[config.mk]
export PLATFORM = sky130hd
export DESIGN_NAME = gpio_irq_ctrl
export DESIGN_NICKNAME = d
export VERILOG_FILES = /design/src/rtl/gpio_pkg.sv /design/src/rtl/gpio_sync_edge.sv /design/src/rtl/gpio_irq_ctrl.sv
export SDC_FILE = /design/constraint.sdc
export NUM_CORES = 1
export LEC_CHECK = 0
export ABC_CLOCK_PERIOD_IN_PS = 6000
export BUFFER_PORTS_ARGS = -buffer_cell sky130_fd_sc_hd__buf_2
export CORE_MARGIN = 5
export CORE_UTILIZATION = 54
export CTS_BUF_LIST = sky130_fd_sc_hd__clkbuf_8 sky130_fd_sc_hd__clkbuf_16
export DETAILED_ROUTE_END_ITERATION = 16
export GPL_TIMING_DRIVEN = 0
export PLACE_DENSITY = 0.75
export SYNTH_ARGS = -nofsm -noshare
export SYNTH_HDL_FRONTEND = slang
export SYNTH_SLANG_ARGS = --single-unit
[constraint.sdc]
create_clock -name clk -period 6 [get_ports clk]
set_clock_uncertainty 0.2 [all_clocks]
set_input_delay 1.2 -clock clk [delete_from_list [all_inputs] [get_ports clk]]
set_output_delay 1.2 -clock clk [all_outputs]
set_load 0.03 [all_outputs]
[src/rtl/gpio_pkg.sv]
// GPIO peripheral register index constants, shared with firmware header generation.
package gpio_pkg;

  localparam int unsigned REG_IDX_W = 3;

  localparam logic [REG_IDX_W-1:0] GPIO_IN     = 3'd0;
  localparam logic [REG_IDX_W-1:0] GPIO_OUT    = 3'd1;
  localparam logic [REG_IDX_W-1:0] GPIO_DIR    = 3'd2;
  localparam logic [REG_IDX_W-1:0] GPIO_IEN    = 3'd3;
  localparam logic [REG_IDX_W-1:0] GPIO_RISE   = 3'd4;
  localparam logic [REG_IDX_W-1:0] GPIO_FALL   = 3'd5;
  localparam logic [REG_IDX_W-1:0] GPIO_STATUS = 3'd6;
  localparam logic [REG_IDX_W-1:0] GPIO_TOGGLE = 3'd7;

endpackage : gpio_pkg

[src/rtl/gpio_sync_edge.sv]
// Per-pin input synchroniser, one-cycle edge history and raw rise/fall detection.
module gpio_sync_edge #(
  parameter int unsigned WIDTH  = 16,
  parameter int unsigned STAGES = 2
) (
  input  logic             clk,
  input  logic             reset,
  input  logic [WIDTH-1:0] i_pin,
  output logic [WIDTH-1:0] o_in,
  output logic [WIDTH-1:0] o_rise,
  output logic [WIDTH-1:0] o_fall
);

  logic [WIDTH-1:0] r_sync [STAGES];
  logic [WIDTH-1:0] r_hist;

  // Synchroniser chain plus history of the synchronised value
  always_ff @(posedge clk or posedge reset) begin
    if (reset) begin
      for (int unsigned k = 0; k < STAGES; k++) r_sync[k] <= '0;
      r_hist <= '0;
    end else begin
      r_sync[0] <= i_pin;
      for (int unsigned k = 1; k < STAGES; k++) r_sync[k] <= r_sync[k-1];
      r_hist <= r_sync[STAGES-1];
    end
  end

  assign o_in   = r_sync[STAGES-1];
  assign o_rise = r_sync[STAGES-1] & ~r_hist;
  assign o_fall = ~r_sync[STAGES-1] & r_hist;

endmodule : gpio_sync_edge

[src/rtl/gpio_irq_ctrl.sv]
// GPIO peripheral: direction/output/toggle registers, edge interrupts with W1C status.
module gpio_irq_ctrl
  import gpio_pkg::*;
#(
  parameter int unsigned DATA_WIDTH  = 16,
  parameter int unsigned SYNC_STAGES = 2
) (
  input  logic                  clk,
  input  logic                  reset,
  input  logic                  sel,
  input  logic                  read,
  input  logic                  write,
  input  logic [REG_IDX_W-1:0]  addr,
  input  logic [31:0]           wdata,
  input  logic [DATA_WIDTH-1:0] gpin,
  output logic [31:0]           rdata,
  output logic [DATA_WIDTH-1:0] gpout,
  output logic [DATA_WIDTH-1:0] gpoe,
  output logic                  irq
);

  logic [DATA_WIDTH-1:0] r_out;
  logic [DATA_WIDTH-1:0] r_dir;
  logic [DATA_WIDTH-1:0] r_ien;
  logic [DATA_WIDTH-1:0] r_rise;
  logic [DATA_WIDTH-1:0] r_fall;
  logic [DATA_WIDTH-1:0] r_status;
  logic                  r_irq;

  logic [DATA_WIDTH-1:0] w_in;
  logic [DATA_WIDTH-1:0] w_rise_raw;
  logic [DATA_WIDTH-1:0] w_fall_raw;
  logic [DATA_WIDTH-1:0] w_ev;
  logic [DATA_WIDTH-1:0] w_wdata;
  logic [DATA_WIDTH-1:0] w_w1c;
  logic                  w_wr;

  gpio_sync_edge #(
    .WIDTH  (DATA_WIDTH),
    .STAGES (SYNC_STAGES)
  ) u_sync_edge (
    .clk    (clk),
    .reset  (reset),
    .i_pin  (gpin),
    .o_in   (w_in),
    .o_rise (w_rise_raw),
    .o_fall (w_fall_raw)
  );

  assign w_wr    = sel & write;
  assign w_wdata = wdata[DATA_WIDTH-1:0];
  assign w_ev    = (w_rise_raw & r_rise) | (w_fall_raw & r_fall);
  assign w_w1c   = (w_wr && (addr == GPIO_STATUS)) ? w_wdata : '0;

  // Upper write-data bits are deliberately ignored on narrow builds
  if (DATA_WIDTH < 32) begin : g_unused
    logic w_unused;
    assign w_unused = ^wdata[31:DATA_WIDTH];
  end

  // Bus-writable registers, sticky status (set beats clear) and registered irq
  always_ff @(posedge clk or posedge reset) begin
    if (reset) begin
      r_out    <= '0;
      r_dir    <= '0;
      r_ien    <= '0;
      r_rise   <= '0;
      r_fall   <= '0;
      r_status <= '0;
      r_irq    <= 1'b0;
    end else begin
      if (w_wr) begin
        case (addr)
          GPIO_OUT:    r_out  <= w_wdata;
          GPIO_DIR:    r_dir  <= w_wdata;
          GPIO_IEN:    r_ien  <= w_wdata;
          GPIO_RISE:   r_rise <= w_wdata;
          GPIO_FALL:   r_fall <= w_wdata;
          GPIO_TOGGLE: r_out  <= r_out ^ w_wdata;
          default:     ;
        endcase
      end
      r_status <= (r_status & ~w_w1c) | w_ev;
      r_irq    <= |(r_status & r_ien);
    end
  end

  // Combinational read mux, zero when not addressed
  always_comb begin
    rdata = 32'h0;
    if (sel && read) begin
      case (addr)
        GPIO_IN:     rdata = 32'(w_in);
        GPIO_OUT:    rdata = 32'(r_out);
        GPIO_DIR:    rdata = 32'(r_dir);
        GPIO_IEN:    rdata = 32'(r_ien);
        GPIO_RISE:   rdata = 32'(r_rise);
        GPIO_FALL:   rdata = 32'(r_fall);
        GPIO_STATUS: rdata = 32'(r_status);
        default:     rdata = 32'h0;
      endcase
    end
  end

  assign gpout = r_out;
  assign gpoe  = r_dir;
  assign irq   = r_irq;

endmodule : gpio_irq_ctrl

==> impl_metrics.tcl, run 1 <==
set metrics [dict create \
    status "finished, final reports clean" \
    clock.fmax_mhz 226.9 \
    synth_edf_count 0 \
    placed_cell_area_sq_um 7247 \
    period_needed_ps 4408 \
    yosysMostFrequentCell "dfrtp_1" \
    ys_types 44 \
    numCtsBuffers 17 \
    finalCritPeriodShare 0.7347 \
    wl_per_cell_um 22.34 \
    ys.flop_type "dfrtp_1" \
    critical-path-slowest-cell "nor3b_1" \
    die_area_sq_um 14420 \
    ios 121 \
    antenna_found_initial 0 \
    synth_area_leaders "dfrtp_1, mux2_2, mux2_1" \
    cts_tree "done" \
    grtUsageMet2 0.4103 \
    drc 0 \
    die_y_um 120.1 \
    maxSlewHeadroom 0.4215 \
    synthesis.area_sq_um 6544 \
    power_leakage_nw 3.493 \
    num_rows 40 \
    end_kind "output pin" \
    startpoint "addr[2]" \
    rr_endpoint "irq$_DFF_PP0_" \
    cts_resized 0 \
    crit_end "rdata[5]" \
    drtAntennaViolNets 0 \
    io_buffers 86 \
    yosysSeqAreaShare 0.5545 \
    critPathTopFamily "simple AND/OR/NAND/NOR gates" \
    gp_congestion 0.9296 \
    area_growth_pct 19.58 \
    hold_depth 0 \
    power_density_nw_per_um2 387.3 \
    async_flop_share 1.000 \
    hp-class "register to register" \
    postCtsHoldBufs 0 \
    synth_common_cells "dfrtp_1, mux2_2, mux2_1" \
    dp_hpwl_um 12120 \
    cts.clk_slew.worst_paths_ps 60 \
    synth_top_area_cell "dfrtp_1" \
    rsz0062_at_grt "no" \
    instances_no_fill 794 \
    slowest_delay_ps 740 \
    drive_gt1_frac 0.3323 \
    cts_max_path_buffers 2 \
    tightest_slew_ps 865.9 \
    synth_top_area_share 0.5545 \
    met1_usage 0.3408 \
    n_antenna_cell 0 \
    cp.arrival_ps 3010 \
    wl_um 17740 \
    hold_viol_final 0 \
    grt_max_degree 80 \
    drtPass1Iterations 6 \
    register_area_sq_um 3628 \
    path_cells "buf_4 -> buf_2 -> nor3b_1 -> a32oi_1 -> a31oi_1 -> buf_2" \
    vias 4876 \
    cts-htree-levels 4 \
    yosysWarnings 0 \
    first_global_vias 5052 \
    final_nets 692 \
    grt_util_all_layers 0.2583 \
    reg2reg_depth 3 \
    top_usage_layer "met2" \
    rrSetupSlack_ps 4510 \
    drtIter0Drc 518 \
    synth_seq_cells 145 \
    critPathBufInv 3 \
    via_per_inst 6.141 \
    setup_tns_ps 0 \
    cts.sinks 145 \
    final_core_util 0.6542 \
    path_class "primary input to output pin" \
    die_x_um 120.1 \
    ir_drop_mv 0.2234 \
    required_ps 4600 \
    grt-ovfl-total 0 \
    grt_pass1_wl_um 28270 \
    setup_viol_count_final 0 \
    cts_setup_buffers 0 \
    syn-instance-count 515 \
    start_util 0.5471 \
    stdcell_area_sq_um 7825 \
    dp_cells 764 \
    timing.rr.start "r_ien[9]$_DFFE_PP0P_" \
    cp_common_cell "buf_2" \
    critPathLaunchType "primary input" \
    n_fill_cell 911 \
    path_max_fanout 10 \
    avgSynthCellArea_sq_um 12.71 \
    cp.depth 6 \
    core_sq_um 11960 \
    root_buffer "clkbuf_16" \
    multi_input_area_sq_um 2611 \
    clock_latency_ps 430 \
    grt_use_met3 0.07163 \
    slew_viol_final 0 \
    maxCapViolations 0 \
]
[cells in the final DEF, fill, tap and decap left out, drive strengths merged, types with 4 or more instances in the layout]
| cell | count |
|---|---|
| nor2b | 4 |
| a221oi | 5 |
| inv | 19 |
| clkinv | 5 |
| conb | 16 |
| a211o | 7 |
| o31ai | 16 |
| o21ai | 16 |
| buf | 123 |
| mux2 | 83 |
| a32oi | 17 |
| a22o | 4 |
| xor2 | 16 |
| mux2i | 15 |
| clkbuf | 29 |
| nand2 | 22 |
| a21boi | 7 |
| nand3b | 17 |
| o211ai | 16 |
| a31oi | 8 |
| a21oi | 8 |
| nand3 | 19 |
| dfrtp | 145 |
[final cells by class]
type	instances	area share
plain buffers	45	0.03694
clock buffers	20	0.05964
repair buffers	87	0.05852
inverters	19	0.009754
flip-flops and latches	145	0.4637
well taps	147	0.02350
clock inverters	10	0.01423
multi-input cells	321	0.3337
[cells by family (layout without fill, tap and decap cells)]
family                    after synthesis  in the layout  share of synthesized area
DFF                                   145            145                     0.5545
and+or+nand+nor                        77             77                    0.07400
other                                   1             16                  0.0005731
xor gates and xnor gates               17             17                    0.02275
muxes                                  98             98                     0.1658
buffers and inverters                  64            181                    0.05506
AOI/OAI and AO/OA                     113            113                     0.1273
[worst min-delay path by stage]
stage          slack, ps                       endpoint                              from
3_5_place_dp         140  u_sync_edge.o_in[2]$_DFF_PP0_  u_sync_edge.r_sync[18]$_DFF_PP0_
6_report             140  u_sync_edge.o_in[8]$_DFF_PP0_  u_sync_edge.r_sync[24]$_DFF_PP0_
3_3_place_gp         130  u_sync_edge.o_in[6]$_DFF_PP0_  u_sync_edge.r_sync[22]$_DFF_PP0_
5_1_grt              150  u_sync_edge.o_in[2]$_DFF_PP0_  u_sync_edge.r_sync[18]$_DFF_PP0_
2_1_floorplan        130  u_sync_edge.o_in[0]$_DFF_PP0_  u_sync_edge.r_sync[16]$_DFF_PP0_
4_1_cts              150  u_sync_edge.o_in[8]$_DFF_PP0_  u_sync_edge.r_sync[24]$_DFF_PP0_
[power by group]
part | switching (W) | total (W) | internal, W
Combinational | 0.000414 | 0.000681 | 0.000267
Clock | 0.000393 | 0.00103 | 0.000636
Sequential | 0.000159 | 0.00132 | 0.00116
[worst reg2reg max path, cell delays in order, from the launching register on]
cell and delay (ps):
dfrtp_1 400, a22o_1 260, a221oi_1 310, nand4_1 170
[through the flow]
step | hold WS [ps] | setup WS (ps) | power, W
2_1_floorplan | 131.2 | 705.4 | 0.001772
3_5_place_dp | 137.1 | 1674 | 0.002012
4_1_cts | 149.4 | 1667 | 0.003041
5_1_grt | 149.2 | 1479 | 0.003160
6_report | 145.0 | 1592 | 0.003031
3_3_place_gp | 131.1 | -795.0 | 0.001978
[per-layer routing]
layer,up-vias,part of all wire
li1,2121,-
met1,2493,0.41
met2,226,0.49
met3,36,0.085
met4,0,0.020
met5,-,0
[sequential cells by signal (all words and copies together), names as in the netlist]
name,count
u_sync_edge.r_hist,16
u_sync_edge.r_sync,16
gpoe,16
gpout,16
r_ien,16
irq,1
u_sync_edge.o_in,16
r_status,16
r_fall,16
r_rise,16
(Power assumes the default switching activity.)
==> inputs of run 2 (changes only) <==
Settings changed: ABC_AREA set to 1, ABC_CLOCK_PERIOD_IN_PS 6000 to 4400.
Clock period 6 ns to 4.4 ns, I/O delays scaled along.
==> run 2 against run 1 <==
  * Total power rose by 29%
  * Clock-buffer cell count increased by 3
  * Hold slack got worse by 1.1 ps
  * Register-to-register slack worse by 1300 ps
  * Sequential cell count unchanged
  * Via count increased by 30%
  * Clock power grew 40%
  * Critical path depth is 3 higher
  * Routed wire length rose by 18%
  * Cell count is 41% higher
  * First-iteration DRC count rose by 72%
  * Sequential power is 30% higher
  * Critical endpoint is now rdata[8]
==> impl_metrics.tcl, run 2 <==
set metrics [dict create \
    drtAntennaViolNets 0 \
    die_x_um 121.8 \
    numCtsBuffers 17 \
    status "finished, final reports clean" \
    final_common_cell "nand2_1" \
    final_cell_mix "nand2_1, dfrtp_1, buf_2" \
    gp_congestion 0.9628 \
    path_cells "buf_2 -> buf_4 -> inv_2 -> clkbuf_1 -> nand4_1 -> nand2_1 -> nor2_1 -> a21oi_1 -> buf_2" \
    cts.sinks 145 \
    wl_per_cell_um 18.72 \
    n_fill_cell 1068 \
    io_buffers 86 \
    hp-class "register to register" \
    reg2reg_depth 4 \
    rrSetupSlack_ps 3160 \
    n_antenna_cell 0 \
    synth_area_leaders "dfrtp_1, nand2_1, nand4_1" \
    ios 121 \
    stdcell_area_sq_um 8110 \
    drc 0 \
    grt_util_all_layers 0.2953 \
    slew_viol_final 0 \
    critical-path-slowest-cell "clkbuf_1" \
    cts.clk_slew.worst_paths_ps 60 \
    drtIter0Drc 893 \
    first_global_vias 6211 \
    antenna_found_initial 0 \
    synth_top_area_share 0.5373 \
    yosysMostFrequentCell "nand2_1" \
    power_leakage_nw 4.069 \
    finalCritPeriodShare 0.8642 \
    register_area_sq_um 3628 \
    synth_common_cells "nand2_1, dfrtp_1, nor2_1" \
    period_needed_ps 3803 \
    slowest_delay_ps 580 \
    wl_um 20890 \
    maxSlewHeadroom 0.4827 \
    drive_gt1_frac 0.1772 \
    required_ps 3320 \
    grt_max_degree 43 \
    cts_tree "done" \
    grt_pass1_wl_um 32820 \
    die_area_sq_um 14840 \
    postCtsHoldBufs 0 \
    dp_hpwl_um 14370 \
    syn-instance-count 812 \
    root_buffer "clkbuf_16" \
    synth_seq_cells 145 \
    setup_tns_ps 0 \
    grt-ovfl-total 0 \
    area_growth_pct 20.10 \
    drtPass1Iterations 5 \
    hold_path_end "u_sync_edge.o_in[11]$_DFF_PP0_" \
    rr_endpoint "irq$_DFF_PP0_" \
    rsz0062_at_grt "no" \
    clock.fmax_mhz 263.0 \
    multi_input_area_sq_um 2630 \
    critPathLaunchType "primary input" \
    power_density_nw_per_um2 480.5 \
    ir_drop_mv 0.3271 \
    num_rows 40 \
    avgSynthCellArea_sq_um 8.316 \
    yosysSeqAreaShare 0.5373 \
    cp_common_cell "buf_2" \
    cts_max_path_buffers 2 \
    placed_cell_area_sq_um 7513 \
    async_flop_share 1.000 \
    hold_viol_final 0 \
    core_sq_um 12110 \
    final_nets 991 \
    setup_viol_count_final 0 \
    timing.rr.start "r_status[13]$_DFF_PP0_" \
    ys.flop_type "dfrtp_1" \
    synth_edf_count 0 \
    vias 6318 \
    cts_setup_buffers 0 \
    die_y_um 121.8 \
    cts-htree-levels 4 \
    clock_latency_ps 430 \
    hold_depth 0 \
    path_class "primary input to output pin" \
    path_max_fanout 10 \
    start_util 0.5575 \
    yosysWarnings 0 \
    via_per_inst 5.661 \
    cts_resized 0 \
    ys_types 24 \
    tightest_slew_ps 776.0 \
    synth_top_area_cell "dfrtp_1" \
    maxCapViolations 0 \
    end_kind "output pin" \
    synthesis.area_sq_um 6753 \
    min_from "u_sync_edge.r_sync[27]$_DFF_PP0_" \
    cp.arrival_ps 2720 \
]
run 2: changes by cell type in the layout (fill, tap and decap cells not counted), moves of 16 or more:
cell      previous run  this run
nand2_1             22       202
nor2_1               1        80
nand4_1              1        78
mux2_2              53         0
o21ai_1              0        49
inv_1               17        53
mux2_1              30         0
o21ai_0             16        46
a21oi_1              8        26
a32oi_1             17         0
nand3b_1            16         0
o211ai_1            16         0
o31ai_1             16         0
xor2_1              16         0
run 2: logic make-up after synthesis:
family | share of synthesized area
flip-flops | 0.5373
other | 0.0005553
XOR/XNOR | 0.01167
AO/OA/AOI/OAI | 0.1060
buffers and inverters | 0.08153
AND/OR/NAND/NOR | 0.2629
run 2: power by group:
part           internal (W)  total, W  switching (W)
Combinational      0.000244  0.000754       0.000509
Sequential          0.00153   0.00171       0.000173
Clock              0.000912   0.00144       0.000526
run 2: worst max-delay path, delay by kind of cell:
| kind | cells | cell delay (ps) |
|---|---|---|
| AND/OR/NAND/NOR | 3 | 440 |
| buffers and inverters | 5 | 1230 |
| AO/OA/AOI/OAI | 1 | 170 |
run 2: metrics by stage:
| stage | hold slack, ps | total power, W | std cells | worst slack (ps) | utilization |
|---|---|---|---|---|---|
| after floorplan | 131.2 | 0.002208 | 827 | 1177 | - |
| after global placement | 131.5 | 0.002433 | 1081 | 579.6 | 0.6154 |
| after detailed placement | 135.5 | 0.002461 | 1084 | 698.4 | 0.6204 |
| after CTS | 147.7 | 0.003891 | 1116 | 713.7 | 0.6696 |
| after global routing | 153.0 | 0.004075 | 1116 | 564.7 | 0.6696 |
| final | 143.9 | 0.003897 | 1116 | 597.4 | 0.6696 |
run 2: layout make-up:
class	instances	share of cell area
clock buffer	23	0.06263
buffer	64	0.04227
timing repair buffer	89	0.06048
sequential	145	0.4474
multi-input combinational	563	0.3243
clock inverter	9	0.01095
inverter	55	0.02607
tap	168	0.02592
run 2: worst max path at each step:
stage                  from                       endpoint  slack (ps)  cells after the start
CTS                 addr[0]                       rdata[8]         710                      9
global placement      reset  u_sync_edge.o_in[4]$_DFF_PP0_         580                      2
global route        addr[0]                       rdata[8]         560                      9
finish              addr[0]                       rdata[8]         600                      9
floorplan           addr[2]                      rdata[14]        1180                      7
detailed placement  addr[0]                       rdata[8]         700                      9
run 2: routing by layer:
metal	vias up	GRT usage	part of all wire
met5	-	0	0
met4	0	0.1387	0.034
met3	65	0.07660	0.11
met2	395	0.4396	0.44
met1	2932	0.4060	0.41
li1	2926	-	-
==> inputs of run 3 (changes only) <==
Settings changed: PLACE_DENSITY 0.75 to 0.74, SYNTH_HIERARCHICAL set to 1.
==> run 3 against run 2 <==
  * Total power decreased by 1.4%
  * Global-route usage decreased by 2.1 points
  * Sequential share of layout area decreased by 1.2 points
  * Largest cell class unchanged
  * Clock-buffer cell count unchanged
  * Sequential power about the same
  * Non-clock buffer count increased by 16
  * Largest power group unchanged
  * First-iteration DRC count decreased by 17%
  * Sequential cell count unchanged
==> impl_metrics.tcl, run 3 <==
set metrics [dict create \
    area_growth_pct 18.86 \
    root_buffer "clkbuf_16" \
    clock.fmax_mhz 275.7 \
    yosysMostFrequentCell "nand2_1" \
    synthesis.area_sq_um 7013 \
    required_ps 3320 \
    start_util 0.5535 \
    rrSetupSlack_ps 3200 \
    cts_setup_buffers 0 \
    wl_per_cell_um 16.99 \
    rr_endpoint "gpout[8]$_DFFE_PP0P_" \
    dp_hpwl_um 14330 \
    hold_path_end "u_sync_edge/o_in[8]$_DFF_PP0_" \
    yosysSeqAreaShare 0.5174 \
    via_per_inst 5.498 \
    ios 121 \
    synth_top_area_share 0.5174 \
    critPathLaunchType "primary input" \
    cts_max_path_buffers 2 \
    synth_top_area_cell "dfrtp_1" \
    hold_depth 0 \
    synth_edf_count 0 \
    tightest_slew_ps 702.3 \
    maxSlewHeadroom 0.5318 \
    wl_um 19990 \
    grt_util_all_layers 0.2745 \
    instances_no_fill 1177 \
    n_antenna_cell 0 \
    power_leakage_nw 4.290 \
    rsz0062_at_grt "no" \
    synth_area_leaders "dfrtp_1, nand2_1, nand4_1" \
    grt-ovfl-total 0 \
    drtAntennaViolNets 0 \
    gp_congestion 0.9321 \
    drive_gt1_frac 0.1811 \
    async_flop_share 1.000 \
    cts.sinks 145 \
    timing.rr.start "gpout[8]$_DFFE_PP0P_" \
    clock_latency_ps 420 \
    die_x_um 124.0 \
    vias 6471 \
    status "finished, final reports clean" \
    drc 0 \
    io_buffers 86 \
    grt_max_degree 68 \
    setup_tns_ps 0 \
    grt_use_met3 0.07493 \
    slew_viol_final 0 \
    yosysWarnings 6 \
    drtIter0Drc 737 \
    end_kind "output pin" \
    hp-class "register to register" \
    cts.clk_slew.worst_paths_ps 60 \
    dp_cells 1146 \
    cts_tree "done" \
    path_class "primary input to output pin" \
    cp.arrival_ps 2550 \
    setup_viol_count_final 0 \
    antenna_found_initial 0 \
    ys.flop_type "dfrtp_1" \
    die_area_sq_um 15370 \
    min_from "u_sync_edge/r_sync[24]$_DFF_PP0_" \
    final_common_cell "nand2_1" \
    synth_common_cells "nand2_1, dfrtp_1, nor2_1" \
    cts-htree-levels 4 \
    die_y_um 124.0 \
    final_cell_mix "nand2_1, dfrtp_1, nor2_1" \
    met1_usage 0.3733 \
    ys_types 21 \
    hold_viol_final 0 \
    ir_drop_mv 0.3061 \
    synth_seq_cells 145 \
    core_sq_um 12670 \
    postCtsHoldBufs 0 \
    numCtsBuffers 17 \
    path_max_fanout 10 \
    final_nets 1049 \
    cts_resized 0 \
    grtUsageMet2 0.4177 \
    reg2reg_depth 6 \
    avgSynthCellArea_sq_um 8.052 \
    grt_pass1_wl_um 31700 \
    first_global_vias 6062 \
    drtPass1Iterations 5 \
    maxCapViolations 0 \
    power_density_nw_per_um2 461.0 \
    top_usage_layer "met2" \
    syn-instance-count 871 \
    period_needed_ps 3628 \
    num_rows 41 \
    finalCritPeriodShare 0.8245 \
]
-- run 3: changes by cell type in the layout (fill, tap and decap cells not counted), moves of 11 or more --
cell / before / now
nor2_1: 80 / 109
a31oi_1: 15 / 0
buf_4: 18 / 40
o21ai_0: 46 / 85
inv_1: 53 / 69
nand3_1: 30 / 41
o21ai_1: 49 / 0
-- run 3: cell families (layout without fill, tap and decap cells) --
logic type	count (synthesis)	count (layout)	synth area share
buffers and inverters	153	272	0.1072
DFF	145	145	0.5174
other	1	16	0.0005347
xor gates and xnor gates	11	11	0.01374
AOI/OAI and AO/OA	118	118	0.08582
and+or+nand+nor	443	443	0.2753
-- run 3: area by class of cell --
type,count,area [sq um]
clock buffers,23,508.0
flip-flops and latches,145,3628
inverters,72,275.3
well taps,172,215.2
clock inverters,8,62.56
multi-input cells,588,2689
repair buffers,88,478.0
fillers,1106,4335
plain buffers,81,479.2
-- run 3: stage by stage --
stage / hold WS [ps] / power (W) / util / setup slack, ps / instance area [sq um]
2_1_floorplan: 131.2 / 0.002216 / - / 786.3 / 7069
3_3_place_gp: 131.8 / 0.002441 / 0.6089 / -521.9 / 7715
3_5_place_dp: 134.7 / 0.002465 / 0.6128 / 843.7 / 7765
4_1_cts: 146.4 / 0.003847 / 0.6578 / 836.9 / 8335
5_1_grt: 151.5 / 0.004020 / 0.6578 / 694.2 / 8335
6_report: 142.1 / 0.003842 / 0.6578 / 772.3 / 8335
-- run 3: power breakdown --
group / total [W] / switching [W] / internal (W)
Sequential: 0.00172 / 0.000183 / 0.00153
Clock: 0.00138 / 0.000531 / 0.000854
Combinational: 0.000740 / 0.000492 / 0.000248
Total: 0.00384 / 0.00121 / 0.00264
-- run 3: worst max-delay path by stage --
| stage | from | to | slack, ps | cells after the start |
|---|---|---|---|---|
| 3_3_place_gp | reset | gpout[8]$_DFFE_PP0P_ | -520 | 2 |
| 6_report | addr[0] | rdata[5] | 770 | 9 |
| 2_1_floorplan | reset | gpoe[0]$_DFFE_PP0P_ | 790 | 1 |
| 3_5_place_dp | addr[0] | rdata[5] | 840 | 9 |
| 4_1_cts | addr[0] | rdata[4] | 840 | 9 |
| 5_1_grt | addr[0] | rdata[5] | 690 | 9 |
-- run 3: worst max-delay path, stage by stage --
cell	delay (ps)
buf_2	110
buf_4	170
inv_2	110
clkbuf_1	470
nand4_1	140
nand2_1	170
nor2_1	50
a21oi_1	190
buf_2	240
-- run 3: layer usage --
layer / vias up / routed length (um)
li1: 3051 / -
met1: 2998 / 8206
met2: 378 / 8916
met3: 44 / 2364
met4: 0 / 506
met5: - / 0
